--- src/rtl/burst_seq_pkg.sv ---
// burst_seq_pkg: shared definitions for the burst sequencer slice.
//   - default address / length field widths
//   - FSM state encoding (plain constants for drop-in compatibility with
//     existing code that compares raw state values)
//   - burst type encoding as carried on the burst_type input
package burst_seq_pkg;

  localparam int unsigned ADDR_W_DEF = 16;
  localparam int unsigned LEN_W_DEF  = 4;

  localparam logic [2:0] S_IDLE      = 3'd0;
  localparam logic [2:0] S_LOAD_LEN  = 3'd1;
  localparam logic [2:0] S_LOAD_ADDR = 3'd2;
  localparam logic [2:0] S_ISSUE     = 3'd3;
  localparam logic [2:0] S_DONE      = 3'd4;

  localparam logic BURST_INCR = 1'b0;
  localparam logic BURST_WRAP = 1'b1;

endpackage

--- src/rtl/burst_cfg_sipo.sv ---
// burst_cfg_sipo: serial-in parallel-out shifter for configuration words,
// MSB first, with a received-bit count and a full flag.
//   clk, rst_n  clock, asynchronous active-low reset
//   clr_i       synchronous clear of contents and count (wins over shift_i)
//   shift_i     accept sdi_i this cycle (ignored once full)
//   sdi_i       serial data bit
//   nxt_o       complete word as it stands including the bit on sdi_i;
//               valid in the cycle fill_o is high
//   fill_o      the bit accepted this cycle completes the word
//   full_o      W bits have been received
// W must be at least 2.
module burst_cfg_sipo
  import burst_seq_pkg::*;
#(
  parameter int unsigned W = LEN_W_DEF
) (
  input  logic         clk,
  input  logic         rst_n,
  input  logic         clr_i,
  input  logic         shift_i,
  input  logic         sdi_i,
  output logic [W-1:0] nxt_o,
  output logic         fill_o,
  output logic         full_o
);

  localparam int unsigned CW = $clog2(W + 1);

  // Only W-1 bits are stored: the final bit is taken straight from sdi_i so
  // the owner can capture the whole word in the same cycle it completes.
  logic [W-2:0]  data_q, data_d;
  logic [CW-1:0] cnt_q, cnt_d;
  logic          take;

  assign nxt_o  = {data_q, sdi_i};
  assign full_o = (cnt_q == CW'(W));
  assign take   = shift_i && !full_o;
  assign fill_o = take && (cnt_q == CW'(W - 1));

  always_comb begin
    data_d = data_q;
    cnt_d  = cnt_q;
    if (clr_i) begin
      data_d = '0;
      cnt_d  = '0;
    end else if (take) begin
      data_d = nxt_o[W-2:0];
      cnt_d  = cnt_q + 1'b1;
    end
  end

  always_ff @(posedge clk or negedge rst_n) begin
    if (!rst_n) begin
      data_q <= '0;
      cnt_q  <= '0;
    end else begin
      data_q <= data_d;
      cnt_q  <= cnt_d;
    end
  end

endmodule

--- src/rtl/burst_seq_ctrl.sv ---
// burst_seq_ctrl: address sequencer. A burst is configured serially
// (length then start address, MSB first) and its beats are issued over a
// valid/ready handshake; a single transfer can be requested directly.
//   clk, rst_n           clock, asynchronous active-low reset
//   en                   block enable; low returns to IDLE, discarding work
//   mode_sel             0 single transfer, 1 burst (sampled in IDLE)
//   burst_type           0 INCR, 1 WRAP (sampled with last config bit)
//   cfg_sdi/cfg_sdi_vld  serial config bit and strobe
//   single_addr/_vld     single-transfer address and request
//   addr_out/addr_vld    issued address and valid
//   addr_rdy             downstream ready
//   last                 current beat is the final one
//   busy                 not IDLE
//   done                 one-cycle completion pulse
//   addr_sel             1 = generated burst address, 0 = single address
// Build option: define BURST_SEQ_WRAP_EN to enable WRAP bursts; without it
// burst_type is ignored and every burst increments linearly.
module burst_seq_ctrl
  import burst_seq_pkg::*;
#(
  parameter int unsigned ADDR_W = ADDR_W_DEF,
  parameter int unsigned LEN_W  = LEN_W_DEF
) (
  input  logic              clk,
  input  logic              rst_n,
  input  logic              en,
  input  logic              mode_sel,
  input  logic              burst_type,
  input  logic              cfg_sdi,
  input  logic              cfg_sdi_vld,
  input  logic [ADDR_W-1:0] single_addr,
  input  logic              single_vld,
  output logic [ADDR_W-1:0] addr_out,
  output logic              addr_vld,
  input  logic              addr_rdy,
  output logic              last,
  output logic              busy,
  output logic              done,
  output logic              addr_sel
);

  logic [2:0]        state_q, state_d;
  logic [ADDR_W-1:0] addr_q, addr_d, addr_par, addr_inc, addr_step;
  logic [LEN_W-1:0]  len_q, len_d, beat_q, beat_d, len_par;
  logic              sel_q, sel_d;
  logic              len_shift, addr_shift, len_fill, addr_fill, sipo_clr;
  logic              last_beat;
  logic              unused_len_full, unused_addr_full;

  assign len_shift  = en && cfg_sdi_vld &&
                      ((state_q == S_IDLE && mode_sel) || state_q == S_LOAD_LEN);
  assign addr_shift = en && cfg_sdi_vld && (state_q == S_LOAD_ADDR);
  // Shifters are emptied whenever the FSM lands in IDLE, so an aborted
  // configuration never leaks into the next one.
  assign sipo_clr   = (state_d == S_IDLE);

  burst_cfg_sipo #(.W(LEN_W)) u_len_sipo (
    .clk     (clk),
    .rst_n   (rst_n),
    .clr_i   (sipo_clr),
    .shift_i (len_shift),
    .sdi_i   (cfg_sdi),
    .nxt_o   (len_par),
    .fill_o  (len_fill),
    .full_o  (unused_len_full)
  );

  burst_cfg_sipo #(.W(ADDR_W)) u_addr_sipo (
    .clk     (clk),
    .rst_n   (rst_n),
    .clr_i   (sipo_clr),
    .shift_i (addr_shift),
    .sdi_i   (cfg_sdi),
    .nxt_o   (addr_par),
    .fill_o  (addr_fill),
    .full_o  (unused_addr_full)
  );

  assign last_beat = (beat_q == len_q);
  assign addr_inc  = addr_q + 1'b1;

`ifdef BURST_SEQ_WRAP_EN
  logic              wrap_q, wrap_d;
  logic [LEN_W-1:0]  len_p1;
  logic [ADDR_W-1:0] wrap_mask;
  logic              len_pow2;

  // len+1 is a power of two exactly when len has no bit in common with
  // len+1 (all-ones len overflows to zero, which also qualifies).
  assign len_p1    = len_q + 1'b1;
  assign len_pow2  = ((len_q & len_p1) == '0);
  assign wrap_mask = ADDR_W'(len_q);
  assign addr_step = (wrap_q && len_pow2)
                   ? ((addr_q & ~wrap_mask) | (addr_inc & wrap_mask))
                   : addr_inc;
`else
  logic unused_burst_type;
  assign unused_burst_type = burst_type;
  assign addr_step         = addr_inc;
`endif

  always_comb begin
    state_d = state_q;
    addr_d  = addr_q;
    len_d   = len_q;
    beat_d  = beat_q;
    sel_d   = sel_q;
`ifdef BURST_SEQ_WRAP_EN
    wrap_d  = wrap_q;
`endif
    case (state_q)
      S_IDLE: begin
        if (mode_sel && cfg_sdi_vld) begin
          state_d = len_fill ? S_LOAD_ADDR : S_LOAD_LEN;
        end else if (!mode_sel && single_vld) begin
          state_d = S_ISSUE;
          addr_d  = single_addr;
          len_d   = '0;
          beat_d  = '0;
          sel_d   = 1'b0;
        end
      end
      S_LOAD_LEN: begin
        if (len_fill) state_d = S_LOAD_ADDR;
      end
      S_LOAD_ADDR: begin
        if (addr_fill) begin
          state_d = S_ISSUE;
          addr_d  = addr_par;
          beat_d  = '0;
          sel_d   = 1'b1;
`ifdef BURST_SEQ_WRAP_EN
          wrap_d  = (burst_type == BURST_WRAP);
`endif
        end
      end
      S_ISSUE: begin
        if (addr_rdy) begin
          if (last_beat) begin
            state_d = S_DONE;
          end else begin
            beat_d = beat_q + 1'b1;
            addr_d = addr_step;
          end
        end
      end
      S_DONE:  state_d = S_IDLE;
      default: state_d = S_IDLE;
    endcase

    if (len_fill) len_d = len_par;
    if (!en)      state_d = S_IDLE;

    if (state_d == S_IDLE) begin
      addr_d = '0;
      len_d  = '0;
      beat_d = '0;
      sel_d  = 1'b0;
`ifdef BURST_SEQ_WRAP_EN
      wrap_d = 1'b0;
`endif
    end
  end

  always_ff @(posedge clk or negedge rst_n) begin
    if (!rst_n) begin
      state_q <= S_IDLE;
      addr_q  <= '0;
      len_q   <= '0;
      beat_q  <= '0;
      sel_q   <= 1'b0;
`ifdef BURST_SEQ_WRAP_EN
      wrap_q  <= 1'b0;
`endif
    end else begin
      state_q <= state_d;
      addr_q  <= addr_d;
      len_q   <= len_d;
      beat_q  <= beat_d;
      sel_q   <= sel_d;
`ifdef BURST_SEQ_WRAP_EN
      wrap_q  <= wrap_d;
`endif
    end
  end

  assign addr_out = addr_q;
  assign addr_vld = (state_q == S_ISSUE);
  assign last     = (state_q == S_ISSUE) && last_beat;
  assign busy     = (state_q != S_IDLE);
  assign done     = (state_q == S_DONE);
  assign addr_sel = sel_q;

endmodule

--- config.mk ---
export PLATFORM = sky130hd
export DESIGN_NAME = burst_seq_ctrl
export DESIGN_NICKNAME = d
export VERILOG_FILES = /design/src/rtl/burst_seq_pkg.sv /design/src/rtl/burst_cfg_sipo.sv /design/src/rtl/burst_seq_ctrl.sv
export SDC_FILE = /design/constraint.sdc
export NUM_CORES = 1
export LEC_CHECK = 0
export ABC_AREA = 1
export BUFFER_PORTS_ARGS = -buffer_cell sky130_fd_sc_hd__buf_2
export CELL_PAD_IN_SITES_DETAIL_PLACEMENT = 0
export CELL_PAD_IN_SITES_GLOBAL_PLACEMENT = 1
export CORE_AREA = 5 5 81 120
export DETAILED_ROUTE_END_ITERATION = 16
export DIE_AREA = 0 0 86 125
export PLACE_DENSITY_LB_ADDON = 0.1
export SLEW_MARGIN = 20
export SYNTH_ARGS = -nofsm -noshare
export SYNTH_HDL_FRONTEND = slang
export SYNTH_SLANG_ARGS = --single-unit
export TNS_END_PERCENT = 1
--- constraint.sdc ---
create_clock -name clk -period 1.97 [get_ports clk]
set_input_delay 0.2955 -clock clk [delete_from_list [all_inputs] [get_ports clk]]
set_output_delay 0.2955 -clock clk [all_outputs]
set_load 0.005 [all_outputs]
==> results.txt <==
- The run finished, with violations left.
- The checks that failed: hold timing, setup timing.
- Starting utilization of the core area: 36.2%
* Logic pwr share: 33.5%
* Clock share of power: 27.9%
* Maximum clock insertion buffer count: 2
- Sum of overflow across all layers after global routing: 0
- Final #Nets: 553
* Core footprint: 0.00867 mm^2
- In this run, CTS created clock tree buffers numbering 5.
- Worst supply voltage drop on vdd: 0.000360 V
* RSZ-0062 raised after global routing: true
- Final critical-path required period: 2.06 ns
- CTS tree: built
- The worst register-to-register path has a depth of 13.
- The die covers 0.0108 mm^2.
- In this run the tightest slew margin relative to its limit is 78.1%.
- Entering global routing, the biggest net connects 55 pins.
* Post-synthesis net count: 444
* Core Rows: 42
* Routed Antenna Nets: 0
- Net switching share of the total power: 32.9%
- Main flop type after synthesis: dfrtp_1
- End of the worst register-to-register path: beat_q[1]$_DFFE_PN0P_
- The analysis attributes to cell leakage a power of 0.00214 uW.
- After detailed placement, the design holds a cell count of 608.
* Final Hold Violating Endpoints: 4
* Final Instance Area: 0.00442 mm^2
- Syn Inst Count: 411
- For flop-to-flop paths, the worst setup slack is -0.09 ns.
- In this run the worst setup path begins at u_len_sipo.cnt_q[0]$_DFFE_PN0P_.
* Total of max-cap violations: 0
- The number of global-route vias before repair came to 3151.
- Setup clock skew after layout: 0.00586 ns
- For this run, the top clock speed supported by timing is 0.486 GHz.
* Count of non-filler cells in the finished layout: 631
* Initial antenna violation count: 0
- Routed wire length per instance: 15.3 um
- Dpl cell area: 0.00391 mm^2
- Overall die width: 86 um
- In this run the biggest area consumer among cell types represents 43.0% of the synthesized area.
- Count of final max-slew check failures: 0
* First-pass GRT wire length: 15.8 mm
- Largest area contributor in the netlist: dfrtp_1
* Routed wire length: 9.68 mm
- The synthesized design contains 54 register bits.
- Among all stages on the critical path, the largest delay is contributed by dfrtp_1.
- The area growth from synthesis to layout is 40.5%.
* Count of pins on the block boundary: 46
- During placement, the flow inserted port buffers numbering 44.
- Total of warnings raised by yosys: 0
* Type of element launching the critical path: register
- Maximum fanout count along the critical path: 10
* Sequential-to-total area share from yosys stat: 43.0%
* CTS H-tree depth: 2
- Setup CP Type: reg -> reg
* Chip Height: 125 um
* Number of distinct library cell variants in the gate-level netlist after synthesis: 36
- Cells traversed along the worst timing path: ha_2 > ha_4 > nand3_4 > nand2_2 > inv_2 > nand3_2 > a21oi_2 > nand2_4 > nand2_2 > nand2_4 > bufbuf_16 > o21ai_1 > nand2_1
- HPWL Detailed: 6.76 mm
* Average instance area after synthesis: 7.65 um^2
- Clk sink count: 54
- STA puts the critical path data arrival time at 2.25 ns.
* Drc violations: 0
- Cts-stage hold buffer count: 0
- Clock transition at path regs: 0.07 ns
* Root buffer cell: clkbuf_16
* Crit path largest cell delay: 0.40 ns
- The number of antenna diodes in the final layout is 0.
* Category of the worst setup path capture point: register
* Starting DRT DRC Count: 68
- Latest clock arrival within the worst-skew pair: 0.30 ns
* Switching pwr: 1090 uW
* Slew of the pin with the lowest slew margin: 0.325 ns
* Number of flops mapped to enable cells by yosys: 0
- Counting flops with an async set or reset pin after synthesis yields a share of 100%.
- Portion of total power attributed to sequential cells: 38.6%
* 1st-pass router iterations: 4
- The mapped netlist covers 0.00314 mm^2.
- Vias per inst: 4.97
- In the post-synthesis netlist, the biggest area contributors are dfrtp_1 (43%), nand2_1 (12%), inv_1 (5.9%).
* Placer's final routability congestion estimate: 0.845
- Hold timing on the final database bottoms out at a slack of -0.0149 ns.
- The worst path uses 105% of the clock period.
- In this run the critical register-to-register path is launched from u_len_sipo.cnt_q[0]$_DFFE_PN0P_.
- Cells with a size suffix above 1 make up 34.0% of the layout.
* Path type of the worst min-delay path: in -> async
* Vias post-DR: 3139
- Total internal power: 2230 uW
* Final setup slack of the worst path: -0.0895 ns
- Fill cell instance count of the final layout: 877
- Setup violations remaining at the end of the flow were counted as 24.
* PD cells: 753 mW/mm^2
- Critical path data required time: 2.16 ns
- Across every metal layer, demand over resource in global routing totals 18.8%.
metrics by stage:
stage / utilization, % / total power (uW) / setup slack, ns / hold slack (ns) / setup TNS (ns)
floorplan: - / 1770 / 0.00967 / -0.0000911 / 0
finish: 50.9 / 3320 / -0.0895 / -0.0149 / -1.84
CTS: 49.9 / 3330 / -0.137 / 0.00403 / -3.06
detailed placement: 45.1 / 2240 / -0.165 / 0.326 / -4.63
global placement: 45.1 / 2230 / -0.134 / 0.324 / -3.25
global route: 50.9 / 3520 / -0.244 / 0.0202 / -6.24
worst max-delay path: cells and delay by family, from the launching register on:
family | cells | cell delay (ns)
simple gates | 7 | 0.53
fa+ha+maj | 2 | 0.36
compound gates | 2 | 0.31
buf+inv | 2 | 0.35
flops | 1 | 0.40
worst max path at each step:
stage	end	slack, ns	cells past startpoint
2_1_floorplan	addr_out[0]$_DFFE_PN0P_	0.01	13
3_3_place_gp	addr_out[5]$_DFFE_PN0P_	-0.13	14
3_5_place_dp	addr_out[11]$_DFFE_PN0P_	-0.17	13
4_1_cts	addr_out[8]$_DFFE_PN0P_	-0.14	13
5_1_grt	addr_out[6]$_DFFE_PN0P_	-0.24	13
6_report	beat_q[1]$_DFFE_PN0P_	-0.09	13
logic make-up after synthesis:
kind of cell	after synthesis	share of synthesized area [%]
simple gates	186	26.6
compound gates	88	16.7
buf+inv	70	9.20
flops	54	43.0
fa+ha+maj	8	3.18
xor+xnor	5	1.39
synth_stat cells (6+ instances only):
| master | count |
|---|---|
| o22ai_1 | 18 |
| o21ai_1 | 21 |
| nor3_1 | 6 |
| a31oi_1 | 8 |
| nand3_1 | 23 |
| buf_2 | 7 |
| o21ai_0 | 18 |
| ha_1 | 8 |
| dfrtp_1 | 54 |
| a221oi_1 | 6 |
| a21oi_1 | 10 |
| inv_1 | 49 |
| nor2_1 | 37 |
| nand2_2 | 7 |
| nand2_1 | 99 |
sequential cells by signal (all words and copies together) (netlist names):
name and cells:
u_addr_sipo.data_q 15, beat_q 4, u_len_sipo.data_q 3, len_q 4, addr_sel 1, u_addr_sipo.cnt_q 5
u_len_sipo.cnt_q 3, state_q 3, addr_out 16
power by group through the flow:
stage / registers [uW] / logic [uW] / clock network (uW)
after CTS: 1280 / 1090 / 961
after global placement: 1300 / 933 / 0
after detailed placement: 1300 / 940 / 0
after global routing: 1300 / 1220 / 1010
after floorplan: 1310 / 462 / 0
final: 1280 / 1110 / 926
final cells by class:
type / count / area [um^2] / area share (%)
Clock inverter: 1 / 5.00 / 0.113
Inverter: 57 / 221 / 5.02
Clock buffer: 7 / 143 / 3.23
Tap cell: 110 / 138 / 3.12
Multi-Input combinational cell: 287 / 1670 / 37.7
Sequential cell: 54 / 1350 / 30.6
Timing Repair Buffer: 115 / 891 / 20.2
layout by cell type, fill, tap and decap left out, types with 3 or more instances in the layout:
| cell type | instances |
|---|---|
| a21oi_1 | 9 |
| a221oi_1 | 6 |
| a22oi_1 | 3 |
| a31oi_1 | 8 |
| buf_12 | 5 |
| buf_2 | 44 |
| buf_4 | 56 |
| buf_6 | 8 |
| clkbuf_16 | 5 |
| dfrtp_1 | 54 |
| ha_1 | 3 |
| ha_2 | 3 |
| inv_1 | 47 |
| inv_2 | 6 |
| nand2_1 | 93 |
| nand2_2 | 9 |
| nand2_4 | 6 |
| nand3_1 | 19 |
| nand3_2 | 6 |
| nor2_1 | 34 |
| nor2_2 | 3 |
| nor3_1 | 6 |
| o21ai_0 | 14 |
| o21ai_1 | 20 |
| o21ai_2 | 5 |
| o22ai_1 | 13 |
| o22ai_2 | 5 |
| xor2_1 | 4 |
metal layers:
| layer | global-route usage [%] | vias up | routed length [um] |
|---|---|---|---|
| met3 | 3.62 | 12 | 370 |
| li1 | - | 1578 | - |
| met2 | 33.3 | 55 | 5160 |
| met4 | 6.06 | 0 | 184 |
| met1 | 22.3 | 1494 | 3960 |
| met5 | 0 | - | 0 |
what timing repair did:
item	in CTS	in global routing
pin swaps	7	7
cloned	2	0
endpoints found under the setup margin	47	50
endpoints found under the hold margin	0	0
gates resized for setup	28	26
setup buffers	13	0
Power figures use the tool's default switching activity.
